<file path="config.mk">
export PLATFORM = sky130hd
export DESIGN_NAME = multi_vending_machine
export DESIGN_NICKNAME = d
export VERILOG_FILES = /design/src/rtl/vm_pkg.sv /design/src/rtl/vm_credit_datapath.sv /design/src/rtl/multi_vending_machine.sv
export SDC_FILE = /design/constraint.sdc
export NUM_CORES = 1
export LEC_CHECK = 0
export CORE_MARGIN = 2
export CORE_UTILIZATION = 35
export CTS_CLUSTER_SIZE = 25
export DETAILED_ROUTE_END_ITERATION = 12
export DONT_BUFFER_PORTS = 1
export HOLD_SLACK_MARGIN = 0.06
export PLACE_DENSITY_LB_ADDON = 0.08
export SETUP_SLACK_MARGIN = 0.4
export SLEW_MARGIN = 30
export SYNTH_ARGS = -nofsm -noshare
export SYNTH_HDL_FRONTEND = slang
export SYNTH_SLANG_ARGS = --single-unit
export TNS_END_PERCENT = 5
</file>
<file path="constraint.sdc">
create_clock -name clk -period 9.01 [get_ports clk]
set_clock_uncertainty 0.1 [all_clocks]
set_input_delay 1.802 -clock clk [delete_from_list [all_inputs] [get_ports clk]]
set_output_delay 1.802 -clock clk [all_outputs]
set_load 0.01 [all_outputs]
</file>
<file path="src/rtl/vm_pkg.sv">
// Shared types and coin constants for the multi-product vending controller.
package vm_pkg;

  typedef enum logic [1:0] {IDLE, COLLECT, SERVE, CHANGE} vm_state_e;

  typedef enum logic [1:0] {COIN_N, COIN_D, COIN_Q} vm_coin_e;

  localparam logic [2:0] VAL_NICKEL  = 3'd1;
  localparam logic [2:0] VAL_DIME    = 3'd2;
  localparam logic [2:0] VAL_QUARTER = 3'd5;

  function automatic logic [2:0] coin_value(input vm_coin_e c);
    case (c)
      COIN_Q:  return VAL_QUARTER;
      COIN_D:  return VAL_DIME;
      default: return VAL_NICKEL;
    endcase
  endfunction

endpackage

</file>
<file path="src/rtl/vm_credit_datapath.sv">
// Credit register with coin add, price subtract, overflow/affordability checks
// and largest-first change coin selection.
module vm_credit_datapath
  import vm_pkg::*;
#(
  parameter int unsigned N = 6
) (
  input  logic         clk,
  input  logic         rst,
  input  logic [2:0]   coin_val,
  input  logic         add,
  input  logic         buy,
  input  logic         change_ack,
  input  logic [N-1:0] price,
  output logic [N-1:0] credit,
  output logic         enough,
  output logic         zero,
  output logic         ovf,
  output logic         last,
  output vm_coin_e     chg_coin
);

  logic [N:0]   sum;
  logic [N-1:0] cr_new;
  logic [N-1:0] chg_val;

  // Purchases are judged against the credit after this cycle's coin.
  assign sum    = {1'b0, credit} + {{(N-2){1'b0}}, coin_val};
  assign ovf    = sum[N];
  assign cr_new = ovf ? credit : sum[N-1:0];
  assign enough = (price <= cr_new);
  assign zero   = (credit == '0);

  always_comb begin
    if (credit >= N'(VAL_QUARTER))   chg_coin = COIN_Q;
    else if (credit >= N'(VAL_DIME)) chg_coin = COIN_D;
    else                             chg_coin = COIN_N;
  end

  assign chg_val = N'(coin_value(chg_coin));
  assign last    = (credit == chg_val);

  always_ff @(posedge clk) begin
    if (!rst)            credit <= '0;
    else if (change_ack) credit <= credit - chg_val;
    else if (buy)        credit <= cr_new - price;
    else if (add)        credit <= cr_new;
  end

endmodule

</file>
<file path="src/rtl/multi_vending_machine.sv">
// Multi-product vending controller: coin collection, priced vend, coin-by-coin change.
// Optional VM_CANCEL_EN adds a cancel input that refunds all credit from COLLECT.
module multi_vending_machine
  import vm_pkg::*;
#(
  parameter int unsigned N     = 6,
  parameter int unsigned NPROD = 4,
  parameter int unsigned SW    = 2
) (
  input  logic               clk,
  input  logic               rst,
  input  logic               nickel,
  input  logic               dime,
  input  logic               quarter,
  input  logic [SW-1:0]      sel,
  input  logic               dispense,
  input  logic [N*NPROD-1:0] prices,
  input  logic [NPROD-1:0]   sold_out,
  input  logic               done,
`ifdef VM_CANCEL_EN
  input  logic               cancel,
`endif
  output logic               serve,
  output logic [SW-1:0]      served_id,
  output logic               change_q,
  output logic               change_d,
  output logic               change_n,
  output logic               deny,
  output logic               coin_reject,
  output logic [N-1:0]       credit
);

  vm_state_e state, next_state;
  vm_coin_e  chg_coin;

  logic         cancel_w;
  logic         accepting, multi, any_coin;
  logic [2:0]   coin_val;
  logic [N-1:0] price_sel;
  logic         sold_sel, sel_valid;
  logic         enough, zero, ovf, last;
  logic         add, buy, change_ack, deny_d, reject_d;

`ifdef VM_CANCEL_EN
  assign cancel_w = cancel;
`else
  assign cancel_w = 1'b0;
`endif

  assign accepting = (state == IDLE) || (state == COLLECT);
  assign any_coin  = nickel | dime | quarter;
  assign multi     = (nickel & dime) | (nickel & quarter) | (dime & quarter);

  always_comb begin
    coin_val = '0;
    if (accepting && !multi) begin
      if (quarter)     coin_val = VAL_QUARTER;
      else if (dime)   coin_val = VAL_DIME;
      else if (nickel) coin_val = VAL_NICKEL;
    end
  end

  // Out-of-range selections match no entry and are refused via sel_valid.
  always_comb begin
    price_sel = '0;
    sold_sel  = 1'b0;
    sel_valid = 1'b0;
    for (int unsigned i = 0; i < NPROD; i++) begin
      if (32'(sel) == i) begin
        price_sel = prices[i*N +: N];
        sold_sel  = sold_out[i];
        sel_valid = 1'b1;
      end
    end
  end

  vm_credit_datapath #(.N(N)) u_dp (
    .clk        (clk),
    .rst        (rst),
    .coin_val   (coin_val),
    .add        (add),
    .buy        (buy),
    .change_ack (change_ack),
    .price      (price_sel),
    .credit     (credit),
    .enough     (enough),
    .zero       (zero),
    .ovf        (ovf),
    .last       (last),
    .chg_coin   (chg_coin)
  );

  always_ff @(posedge clk) begin
    if (!rst) begin
      state       <= IDLE;
      served_id   <= '0;
      deny        <= 1'b0;
      coin_reject <= 1'b0;
    end else begin
      state       <= next_state;
      deny        <= deny_d;
      coin_reject <= reject_d;
      if (buy) served_id <= sel;
    end
  end

  always_comb begin
    next_state = state;
    add        = 1'b0;
    buy        = 1'b0;
    change_ack = 1'b0;
    deny_d     = 1'b0;
    reject_d   = any_coin && (!accepting || multi || ovf);
    case (state)
      IDLE, COLLECT: begin
        add = 1'b1;
        if (coin_val != '0 && !ovf) next_state = COLLECT;
        if (cancel_w && state == COLLECT) begin
          next_state = CHANGE;
        end else if (dispense) begin
          if (sel_valid && !sold_sel && enough) begin
            buy        = 1'b1;
            next_state = SERVE;
          end else begin
            deny_d = 1'b1;
          end
        end
      end
      SERVE: begin
        if (done) next_state = zero ? IDLE : CHANGE;
      end
      CHANGE: begin
        if (done) begin
          change_ack = 1'b1;
          if (last) next_state = IDLE;
        end
      end
      default: next_state = IDLE;
    endcase
  end

  always_comb begin
    serve    = (state == SERVE);
    change_q = (state == CHANGE) && (chg_coin == COIN_Q);
    change_d = (state == CHANGE) && (chg_coin == COIN_D);
    change_n = (state == CHANGE) && (chg_coin == COIN_N);
  end

endmodule

</file>
==> metrics.md, run 1 <==
| Metric | Value |
|---|---|
| Synthesized flop and latch total | 12 |
| Chip width | 70.7 um |
| Area Growth Syn to Fin | 4.34% |
| Clock transition time at the flip-flop clock pins of the worst setup and hold paths | 0.05 ns |
| Number of diodes | 0 |
| Root buffer cell | clkbuf_8 |
| Startpoint types | primary input |
| Final Power | 0.478 mW |
| CTS Hold Bufs | 0 |
| DPL Wire Length | between 3000 and 4000 um |
| Share of power burned in registers | ~25% |
| Post-Syn Area | between 1500 and 2000 sq um |
| Critical path class | in -> reg |
| Max cap viols | 0 |
| Final Hold Viols | 0 |
| P per Cell Area | a little under 300 nW/um^2 |
| GRT Overall Usage | between 15 and 20% |
| Routing usage on met2 | approximately 28% |
| Filler Cell Count | 458 |
| IO Count | just over 50 |
| Routed vias/inst | 5.96 |
| Yosys cell types | 58 |
| CP endpoint kind | flip-flop |
| Placer Congestion | 0.912 |
| Finished Cell Area | 1630 sq um |
| Core Region | 4320 sq um |
| Share of total power in the clock network | roughly an eighth |
| Slew Limit Headroom | 58.8% |
| Initial DRC Count | 69 |
| Leakage power | around 0.65 nW |
| Mapped Nets | roughly 240 |
| Final setup viols | 0 |
| Drt wl/cell | 17.3 um |
| Num CTS Buffers | 3 |
| Die Height | ~70 um |
| Slew @ Worst Pin | 0.617 ns |
| Worst skew pair latency | approximately 0.24 ns |
| Setup tns final | 0 ns |
| Synth Instances | about 190 |
| CP required | 9.04 ns |
| Met1 Track Usage GR | 21.9% |
| Via count | around 1,400 |
| # rows | 24 |
| Arrival time at the worst endpoint | 5.32 ns |
| RSZ-0062 raised after global routing | false |
| Switch Pwr | 0.234 mW |
| Final Max Tran Viols | 0 |
| Initial antenna violation count | 0 |
| Hold WC Path Type | reg -> reg |
| CTS sink cnt | 12 |
| CP max FO | 8 |
| Sequential-to-total area share from yosys stat | approximately 15% |
| Vias in the first global route | 1,368 |
| Pre-Repair DR Iteration Count | 4 |
| PostCTS Resize Cnt | 0 |
| H-tree depth | 1 |
| Pint | ~0.24 mW |
| Final WL | 4030 um |
| Largest net degree at the start of global routing | 17 |
| Initial Util | 36.0% |
| Synthesis Warnings | 0 |
| DIE AREA | 5000 sq um |
| Asr flop ratio synth | 0% |
| Tmin final | 5.29 ns |
| TritonCTS clock tree | done |
| Sw Ratio | 49.0% |
| Post-synth EDFFs | 0 |
| Ys flop type | dfxtp_1 |
| Syn_area_per_cell | between 8 and 9 sq um |
| Worst-case clock buffer depth | 2 |
| Placed instance area | 1570 sq um |
| Share of cells above drive strength 1 | 9.94% |
| Crit share post-route | 58.7% |
| Post-layout nets | around 230 |
| Residual DRC | 0 |
| Routed Antenna Nets | 0 |
| M3 GR Usage | 1.42% |
| Highest clock rate | ~0.19 GHz |
| Outcome | finished, final reports clean |
| GR Overflow Total | 0 |
| Worst vdd ir | 103 uV |
| Post-CTS Setup Inserts | 0 |
| First-pass GRT wire length | 6620 um |
| IO buf count | 0 |
| Busiest layer in global routing | met2 |
| Combinational power share | 62.4% |
## area by class of cell
class                      count  area [sq um]  share of cell area [%]
tap                           52          65.1                    4.00
inverter                      17          63.8                    3.93
multi-input combinational    148          1200                    73.9
clock buffer                   4          55.1                    3.39
sequential                    12           240                    14.8
## metal layers
layer | share of wire, % | vias to the layer above
met5 | 0 | -
met4 | 0.99 | 0
met3 | 5.0 | 4
met2 | 50 | 47
met1 | 44 | 646
li1 | - | 691
## critical path, stage by stage
cell and delay, ns:
xnor2_1 0.14, nor3_1 0.06, ha_1 0.25, fa_1 0.44, maj3_1 0.41, nand2_1 0.17
mux2i_1 0.27, ha_1 0.20, inv_1 0.05, fa_1 0.39, a21oi_1 0.18, o2111ai_1 0.21
and3_1 0.28, and4_1 0.21, a221o_1 0.24
## flip-flops by register name (all words and copies together), names as in the netlist
signal and cells:
coin_reject 1, deny 1, served_id 2, state 2, u_dp.credit 6
## layout by cell type, fill, tap and decap left out, types with 2 or more instances in the layout
cell	netlist	routed
inv_1	16	16
nand2_1	14	14
nor2_1	13	13
dfxtp_1	12	12
ha_1	11	11
a21oi_1	9	9
nand3_1	9	9
nor2b_1	8	8
mux2i_1	8	8
mux4_2	7	7
o21ai_0	7	7
xnor2_1	5	5
clkbuf_8	0	4
or3_1	3	3
o21ai_1	3	3
nand4_1	3	3
fa_1	3	3
and3_1	2	2
nand2b_1	2	2
o211ai_1	2	2
a211oi_1	2	2
xor2_1	2	2
o21a_1	2	2
o311ai_0	2	2
a221o_1	2	2
## Yosys cell counts, types with 2 or more instances
cell / instances / area share [%]
a211oi_1: 2 / 0.96
xnor2_1: 5 / 2.8
a221o_1: 2 / 1.3
or3_1: 3 / 1.2
xor2_1: 2 / 1.1
dfxtp_1: 12 / 15
mux2i_1: 8 / 5.1
nor2b_1: 8 / 3.2
nor2_1: 13 / 3.1
and3_1: 2 / 0.80
mux4_2: 7 / 10
nand3_1: 9 / 2.9
ha_1: 11 / 8.8
fa_1: 3 / 3.9
o21ai_0: 7 / 2.2
o311ai_0: 2 / 1.1
a21oi_1: 9 / 2.9
nand2b_1: 2 / 0.80
o211ai_1: 2 / 0.96
clkbuf_1: 7 / 1.7
o21ai_1: 3 / 0.96
inv_1: 16 / 3.9
buf_2: 2 / 0.64
nand4_1: 3 / 1.2
nand2_1: 14 / 3.4
o21a_1: 2 / 0.96
## logic make-up (layout without fill, tap and decap cells)
group / count (synthesis) / count (layout) / share of synthesized area (%)
compound gates: 44 / 44 / 20.1
simple gates: 65 / 65 / 23.1
fa+ha+maj: 16 / 16 / 14.1
mux: 16 / 16 / 16.0
flops: 12 / 12 / 15.4
buf+inv: 28 / 21 / 7.47
xor+xnor: 7 / 7 / 3.94
## worst paths after layout
| check | startpoint | endpoint | slack, ns | depth (start not counted) |
|---|---|---|---|---|
| worst max register to register | state[1]$_SDFFE_PN0P_ | u_dp.credit[1]$_SDFFE_PN0P_ | 4.64 | 14 |
| worst min-delay path | served_id[0]$_SDFFE_PN0N_ | served_id[0]$_SDFFE_PN0N_ | 0.47 | 2 |
| worst min register to register | served_id[0]$_SDFFE_PN0N_ | served_id[0]$_SDFFE_PN0N_ | 0.47 | 2 |
| worst max-delay path | quarter | u_dp.credit[1]$_SDFFE_PN0P_ | 3.72 | 15 |
## power groups by stage
stage	clock, mW	combinational (mW)	sequential (mW)
2_1_floorplan	0	0.264	0.0932
3_5_place_dp	0	0.298	0.123
4_1_cts	0.0606	0.300	0.121
6_report	0.0585	0.298	0.121
3_3_place_gp	0	0.295	0.122
5_1_grt	0.0647	0.341	0.126
## through the flow
step	setup slack, ns	instances	utilization, %	hold WS [ns]
floorplan	3.60	188	-	0.436
global placement	3.52	229	36.3	0.463
detailed placement	3.45	229	36.3	0.470
CTS	3.70	233	37.6	0.479
global route	3.42	233	37.6	0.493
finish	3.72	233	37.6	0.468
(Power assumes the default switching activity.)
==> run 2, diff against run 1 <==
Clock period 9.01 ns to 5.2 ns, I/O delays scaled along.
==> run 2 against run 1 <==
  * Routed wire length grew 0.69%
  * Sequential cell count unchanged
  * Power increased by 74%
  * Utilization increased by 0.17 points
  * Die area unchanged
  * Clock power increased by 73%
  * First-iteration DRC count increased by 13%
  * Clock-buffer cell count unchanged
  * Setup slack got worse by 3.0 ns
  * Register-to-register slack worse by 3.8 ns
  * Cell count stayed put
==> metrics.md, run 2 (synthesized netlist as in run 1, its figures left out) <==
| Metric | Value |
|---|---|
| Outcome | finished, final reports clean |
| Critical path class | in -> reg |
| Delay-heaviest family, CP | adder cells |
| Share of total power in the clock network | 12.2% (about the same) |
| Via count | 1,388 (unchanged) |
| Non-Filler Instances | 233 (unchanged) |
| Setup tns final | 0 ns (unchanged) |
| Die Height | 70.7 um (unchanged) |
| Leakage power | 0.645 nW (-0.82%) |
| Vias in the first global route | 1,368 (unchanged) |
| Pre-Repair DR Iteration Count | 4 (unchanged) |
| Crit share post-route | 86.5% |
| Combinational power share | 62.5% (about the same) |
| # rows | 24 (unchanged) |
| Top reg by flops | u_dp.credit |
| Filler Cell Count | 459 (+0.22%) |
| Most common cell after layout, fill and taps aside | inv_1 |
| DPL Wire Length | 3350 um (unchanged) |
| Cell breakdown of the critical path | xnor2_1 -> nor3_1 -> ha_1 -> fa_1 -> maj3_1 -> nand2_2 -> mux2i_2 -> ha_1 -> inv_1 -> fa_1 -> a21oi_1 -> o2111ai_1 -> and3_2 -> and4_1 -> a221o_1 |
| Worst Path Buf+Inv | 1 (unchanged) |
| Slew Limit Headroom | 58.5% (-0.34 points) |
| Highest clock rate | 0.222 GHz |
| Root buffer cell | clkbuf_8 |
| Slowest-stage cell, CP | fa_1 |
| Slowest stage delay, CP | 0.44 ns (about the same) |
| Max reg flops | 6 (unchanged) |
| Share of cells above drive strength 1 | 11.6% (+1.7 points) |
| Routed Antenna Nets | 0 (unchanged) |
| Final Power | 0.831 mW (+74%) |
| FF/Latch Area | 240 sq um (unchanged) |
| Initial Util | 36.0% (unchanged) |
| Worst skew pair latency | 0.24 ns (about the same) |
| Setup ws final | 0.701 ns (-3.02 ns) |
| Multi-input logic area | 1210 sq um (+0.63%) |
| Dpl cells | 229 (unchanged) |
| Pint | 0.425 mW (+74%) |
| Share of power burned in registers | 25.3% (about the same) |
| GR Overflow Total | 0 (unchanged) |
| Final Max Tran Viols | 0 (unchanged) |
| Post-layout nets | 233 (unchanged) |
| Chip width | 70.7 um (unchanged) |
| IO Count | 51 (unchanged) |
| Top flop regs | u_dp.credit x6, served_id x2, state x2 |
| Final setup viols | 0 (unchanged) |
| Slew @ Worst Pin | 0.622 ns (+0.00510 ns) |
| Clock transition time at the flip-flop clock pins of the worst setup and hold paths | 0.05 ns (about the same) |
| RSZ-0062 raised after global routing | false |
| Switch Pwr | 0.406 mW (+74%) |
| Most frequent cells in the layout | inv_1, nand2_1, nor2_1 |
| Area Growth Syn to Fin | 4.82% |
| Placer Congestion | 0.912 (unchanged) |
| First-pass GRT wire length | 6620 um (unchanged) |
| Routed vias/inst | 5.96 (unchanged) |
| CP endpoint kind | flip-flop |
| Worst-case clock buffer depth | 2 (unchanged) |
| TritonCTS clock tree | done |
| Tmin final | 4.50 ns |
| Number of diodes | 0 (unchanged) |
| Largest net degree at the start of global routing | 17 (unchanged) |
| Initial antenna violation count | 0 (unchanged) |
| GRT Overall Usage | 16.3% (unchanged) |
| Hold WC Path Type | reg -> reg |
| CTS Hold Bufs | 0 (unchanged) |
| Final WL | 4060 um (+0.69%) |
| Num CTS Buffers | 3 (unchanged) |
| P per Cell Area | 509 nW/um^2 (+73%) |
| Worst vdd ir | 179 uV (+73%) |
| Placed instance area | 1570 sq um (unchanged) |
| Layout Utilization | 37.8% (+0.17 points) |
| H-tree depth | 1 (unchanged) |
| Core Region | 4320 sq um (unchanged) |
| Startpoint types | primary input |
| CP max FO | 8 (unchanged) |
| Drt wl/cell | 17.4 um (+0.69%) |
| DIE AREA | 5000 sq um (unchanged) |
| Residual DRC | 0 (unchanged) |
| Sw Ratio | 48.9% (-0.085 points) |
| Finished Cell Area | 1630 sq um (+0.46%) |
| CTS sink cnt | 12 (unchanged) |
| Max cap viols | 0 (unchanged) |
| Pre-CTS WS | 0.406 ns (-3.05 ns) |
| Hold slack | 0.468 ns (+0.0000670 ns) |
| Final Hold Viols | 0 (unchanged) |
| Arrival time at the worst endpoint | 4.53 ns (-0.79 ns) |
| Post-CTS Setup Inserts | 0 (unchanged) |
| CP required | 5.23 ns (-3.81 ns) |
| Initial DRC Count | 78 (+13%) |
| IO buf count | 0 (unchanged) |
==> run 2: cell type report <==
cell class,instances,area share [%]
Clock buffer,4,3.37
Tap cell,52,3.98
Inverter,17,3.91
Multi-Input combinational cell,148,74.0
Sequential cell,12,14.7
==> run 2: worst paths after layout <==
kind	from	depth (start not counted)	slack, ns	end
worst max register to register	state[1]$_SDFFE_PN0P_	14	0.85	u_dp.credit[1]$_SDFFE_PN0P_
worst min register to register	served_id[0]$_SDFFE_PN0N_	2	0.47	served_id[0]$_SDFFE_PN0N_
worst min-delay path	served_id[0]$_SDFFE_PN0N_	2	0.47	served_id[0]$_SDFFE_PN0N_
worst max-delay path	quarter	15	0.70	u_dp.credit[1]$_SDFFE_PN0P_
==> run 2: worst register-to-register path, delay by kind of cell, from the launching register on <==
family | cells | cell delay, ns
AOI/OAI and AO/OA | 3 | 0.63
adders and majority gates | 5 | 1.71
buffers and inverters | 1 | 0.05
DFF | 1 | 0.71
muxes | 1 | 0.25
and+or+nand+nor | 4 | 0.79
==> run 2: power by group through the flow <==
stage / registers, mW / logic (mW) / clock network [mW]
finish: 0.210 / 0.520 / 0.101
global route: 0.218 / 0.594 / 0.112
CTS: 0.210 / 0.521 / 0.105
detailed placement: 0.212 / 0.517 / 0
global placement: 0.212 / 0.512 / 0
floorplan: 0.161 / 0.457 / 0
==> run 2: routing by layer <==
layer	GRT usage (%)	routed length [um]	share of wire (%)	up-vias
met5	0	0	0	-
met4	4.40	42	1.0	0
met3	1.42	194	4.8	4
met2	28.0	2040	50	47
met1	21.9	1790	44	645
li1	-	-	-	692
==> run 2: repair_timing <==
action                                  in CTS  in global routing
hold endpoints to repair                     0                  0
resized for setup                            0                  3
endpoints found under the setup margin       0                  1
==> run 3, diff against run 2 <==
Settings changed: RECOVER_POWER from default to 100.
==> run 3 against run 2 <==
  * Clock-buffer cell count stayed put
  * Utilization is 0.32 points lower
  * Register-to-register slack about the same
  * Non-clock buffer count unchanged
  * Critical endpoint is now u_dp.credit[3]$_SDFFE_PN0P_
  * Combinational power decreased by 2%
  * Largest cell class unchanged
  * Sequential power is essentially flat
  * Final area is 0.84% lower
  * Routed wire length is 0.25% lower
==> metrics.md, run 3 (synthesized netlist as in run 1, its figures left out) <==
| Metric | Value |
|---|---|
| Outcome | finished, final reports clean |
| Die Height | 70.7 um (unchanged) |
| Arrival time at the worst endpoint | 4.55 ns (+0.02 ns) |
| Initial antenna violation count | 0 (unchanged) |
| # rows | 24 (unchanged) |
| Final Hold Viols | 0 (unchanged) |
| Crit share post-route | 87.0% (+0.49 points) |
| Most frequent cells in the layout | inv_1, nand2_1, nor2_1 |
| TritonCTS clock tree | done |
| Pre-Repair DR Iteration Count | 4 (unchanged) |
| Top reg by flops | u_dp.credit |
| Worst skew pair latency | 0.24 ns (about the same) |
| Routed vias/inst | 5.98 (+0.36%) |
| Final Max Tran Viols | 0 (unchanged) |
| Post-CTS Setup Inserts | 0 (unchanged) |
| Share of cells above drive strength 1 | 8.84% (-2.8 points) |
| IO Count | 51 (unchanged) |
| Vias in the first global route | 1,368 (unchanged) |
| Final setup viols | 0 (unchanged) |
| Worst vdd ir | 179 uV (about the same) |
| Area Growth Syn to Fin | 3.94% |
| Placer Congestion | 0.912 (unchanged) |
| Hold WC Path Type | reg -> reg |
| Most common cell after layout, fill and taps aside | inv_1 |
| Tmin final | 4.52 ns (+0.0255 ns) |
| Startpoint types | primary input |
| PostCTS Resize Cnt | 0 (unchanged) |
| DIE AREA | 5000 sq um (unchanged) |
| Number of diodes | 0 (unchanged) |
| Max reg flops | 6 (unchanged) |
| Final Power | 0.823 mW (-0.98%) |
| Hold slack | 0.468 ns (+0.00000400 ns) |
| Sw Ratio | 48.9% (about the same) |
| Share of power burned in registers | 25.4% (about the same) |
| First-pass GRT wire length | 6620 um (unchanged) |
| CP max FO | 8 (unchanged) |
| Slew @ Worst Pin | 0.588 ns (-0.0336 ns) |
| CTS Hold Bufs | 0 (unchanged) |
| Worst-case clock buffer depth | 2 (unchanged) |
| Share of total power in the clock network | 12.3% (about the same) |
| Leakage power | 0.641 nW (-0.62%) |
| DPL Wire Length | 3350 um (unchanged) |
| CTS sink cnt | 12 (unchanged) |
| Slew Limit Headroom | 60.7% (+2.2 points) |
| Initial Util | 36.0% (unchanged) |
| Root buffer cell | clkbuf_8 |
| Switch Pwr | 0.402 mW (-1.0%) |
| Drt wl/cell | 17.4 um (-0.25%) |
| Via count | 1,393 (+0.36%) |
| GRT Overall Usage | 16.3% (unchanged) |
| RSZ-0062 raised after global routing | false |
| CP required | 5.22 ns (about the same) |
| GR Overflow Total | 0 (unchanged) |
| H-tree depth | 1 (unchanged) |
| Num CTS Buffers | 3 (unchanged) |
| CP endpoint kind | flip-flop |
| Residual DRC | 0 (unchanged) |
| Highest clock rate | 0.221 GHz (-0.56%) |
| Post-layout nets | 233 (unchanged) |
| Max cap viols | 0 (unchanged) |
| Top flop regs | u_dp.credit x6, served_id x2, state x2 |
| Pint | 0.421 mW (-0.95%) |
| Setup tns final | 0 ns (unchanged) |
| Combinational power share | 62.3% (-0.2 points) |
| P per Cell Area | 508 nW/um^2 (-0.14%) |
| Final WL | 4050 um (-0.25%) |
| Chip width | 70.7 um (unchanged) |
| Routed Antenna Nets | 0 (unchanged) |
| Core Region | 4320 sq um (unchanged) |
| Layout Utilization | 37.4% (-0.32 points) |
| Initial DRC Count | 90 (+15%) |
| Largest net degree at the start of global routing | 17 (unchanged) |
| IO buf count | 0 (unchanged) |
| Critical path class | in -> reg |
| Clock transition time at the flip-flop clock pins of the worst setup and hold paths | 0.05 ns (about the same) |
-- run 3: path summary, 6_finish.rpt --
| path | from | to | slack [ns] | cells past startpoint |
|---|---|---|---|---|
| worst max-delay path | quarter | u_dp.credit[3]$_SDFFE_PN0P_ | 0.68 | 15 |
| worst min-delay path | served_id[0]$_SDFFE_PN0N_ | served_id[0]$_SDFFE_PN0N_ | 0.47 | 2 |
| worst max register to register | state[1]$_SDFFE_PN0P_ | u_dp.credit[3]$_SDFFE_PN0P_ | 0.85 | 14 |
| worst min register to register | served_id[0]$_SDFFE_PN0N_ | served_id[0]$_SDFFE_PN0N_ | 0.47 | 2 |
-- run 3: layer usage --
| metal | GRT usage, % | part of all wire (%) | vias up |
|---|---|---|---|
| met5 | 0 | 0 | - |
| met3 | 1.42 | 4.7 | 5 |
| met2 | 28.0 | 50 | 46 |
| li1 | - | - | 691 |
| met1 | 21.9 | 44 | 651 |
| met4 | 4.40 | 1.2 | 0 |
-- run 3: final cells by class --
type	instances	area [sq um]
Clock buffer	4	55.1
Fill cell	463	2710
Inverter	17	63.8
Multi-Input combinational cell	148	1190
Sequential cell	12	240
Tap cell	52	65.1
-- run 3: through the flow --
stage / setup WS (ns) / std cells / area (sq um)
global placement: 0.468 / 229 / 1570
finish: 0.676 / 233 / 1620
CTS: 0.654 / 233 / 1630
floorplan: 0.553 / 188 / 1560
detailed placement: 0.406 / 229 / 1570
global route: 0.403 / 233 / 1620
-- run 3: power groups by stage --
stage	registers [mW]	clock network, mW	logic (mW)
after floorplan	0.161	0	0.457
after global placement	0.212	0	0.512
after detailed placement	0.212	0	0.517
after CTS	0.210	0.105	0.521
after global routing	0.217	0.112	0.587
final	0.209	0.101	0.512
-- run 3: worst max-delay path, cell delays in order --
cell and delay (ns):
xnor2_1 0.14, nor3_1 0.06, ha_1 0.25, fa_1 0.44, maj3_1 0.42, nand2_1 0.18, mux2i_1 0.27, ha_1 0.20
inv_1 0.05, fa_1 0.39, a21oi_1 0.18, o2111ai_1 0.19, nand4_1 0.34, a2111oi_0 0.13, a221o_1 0.28
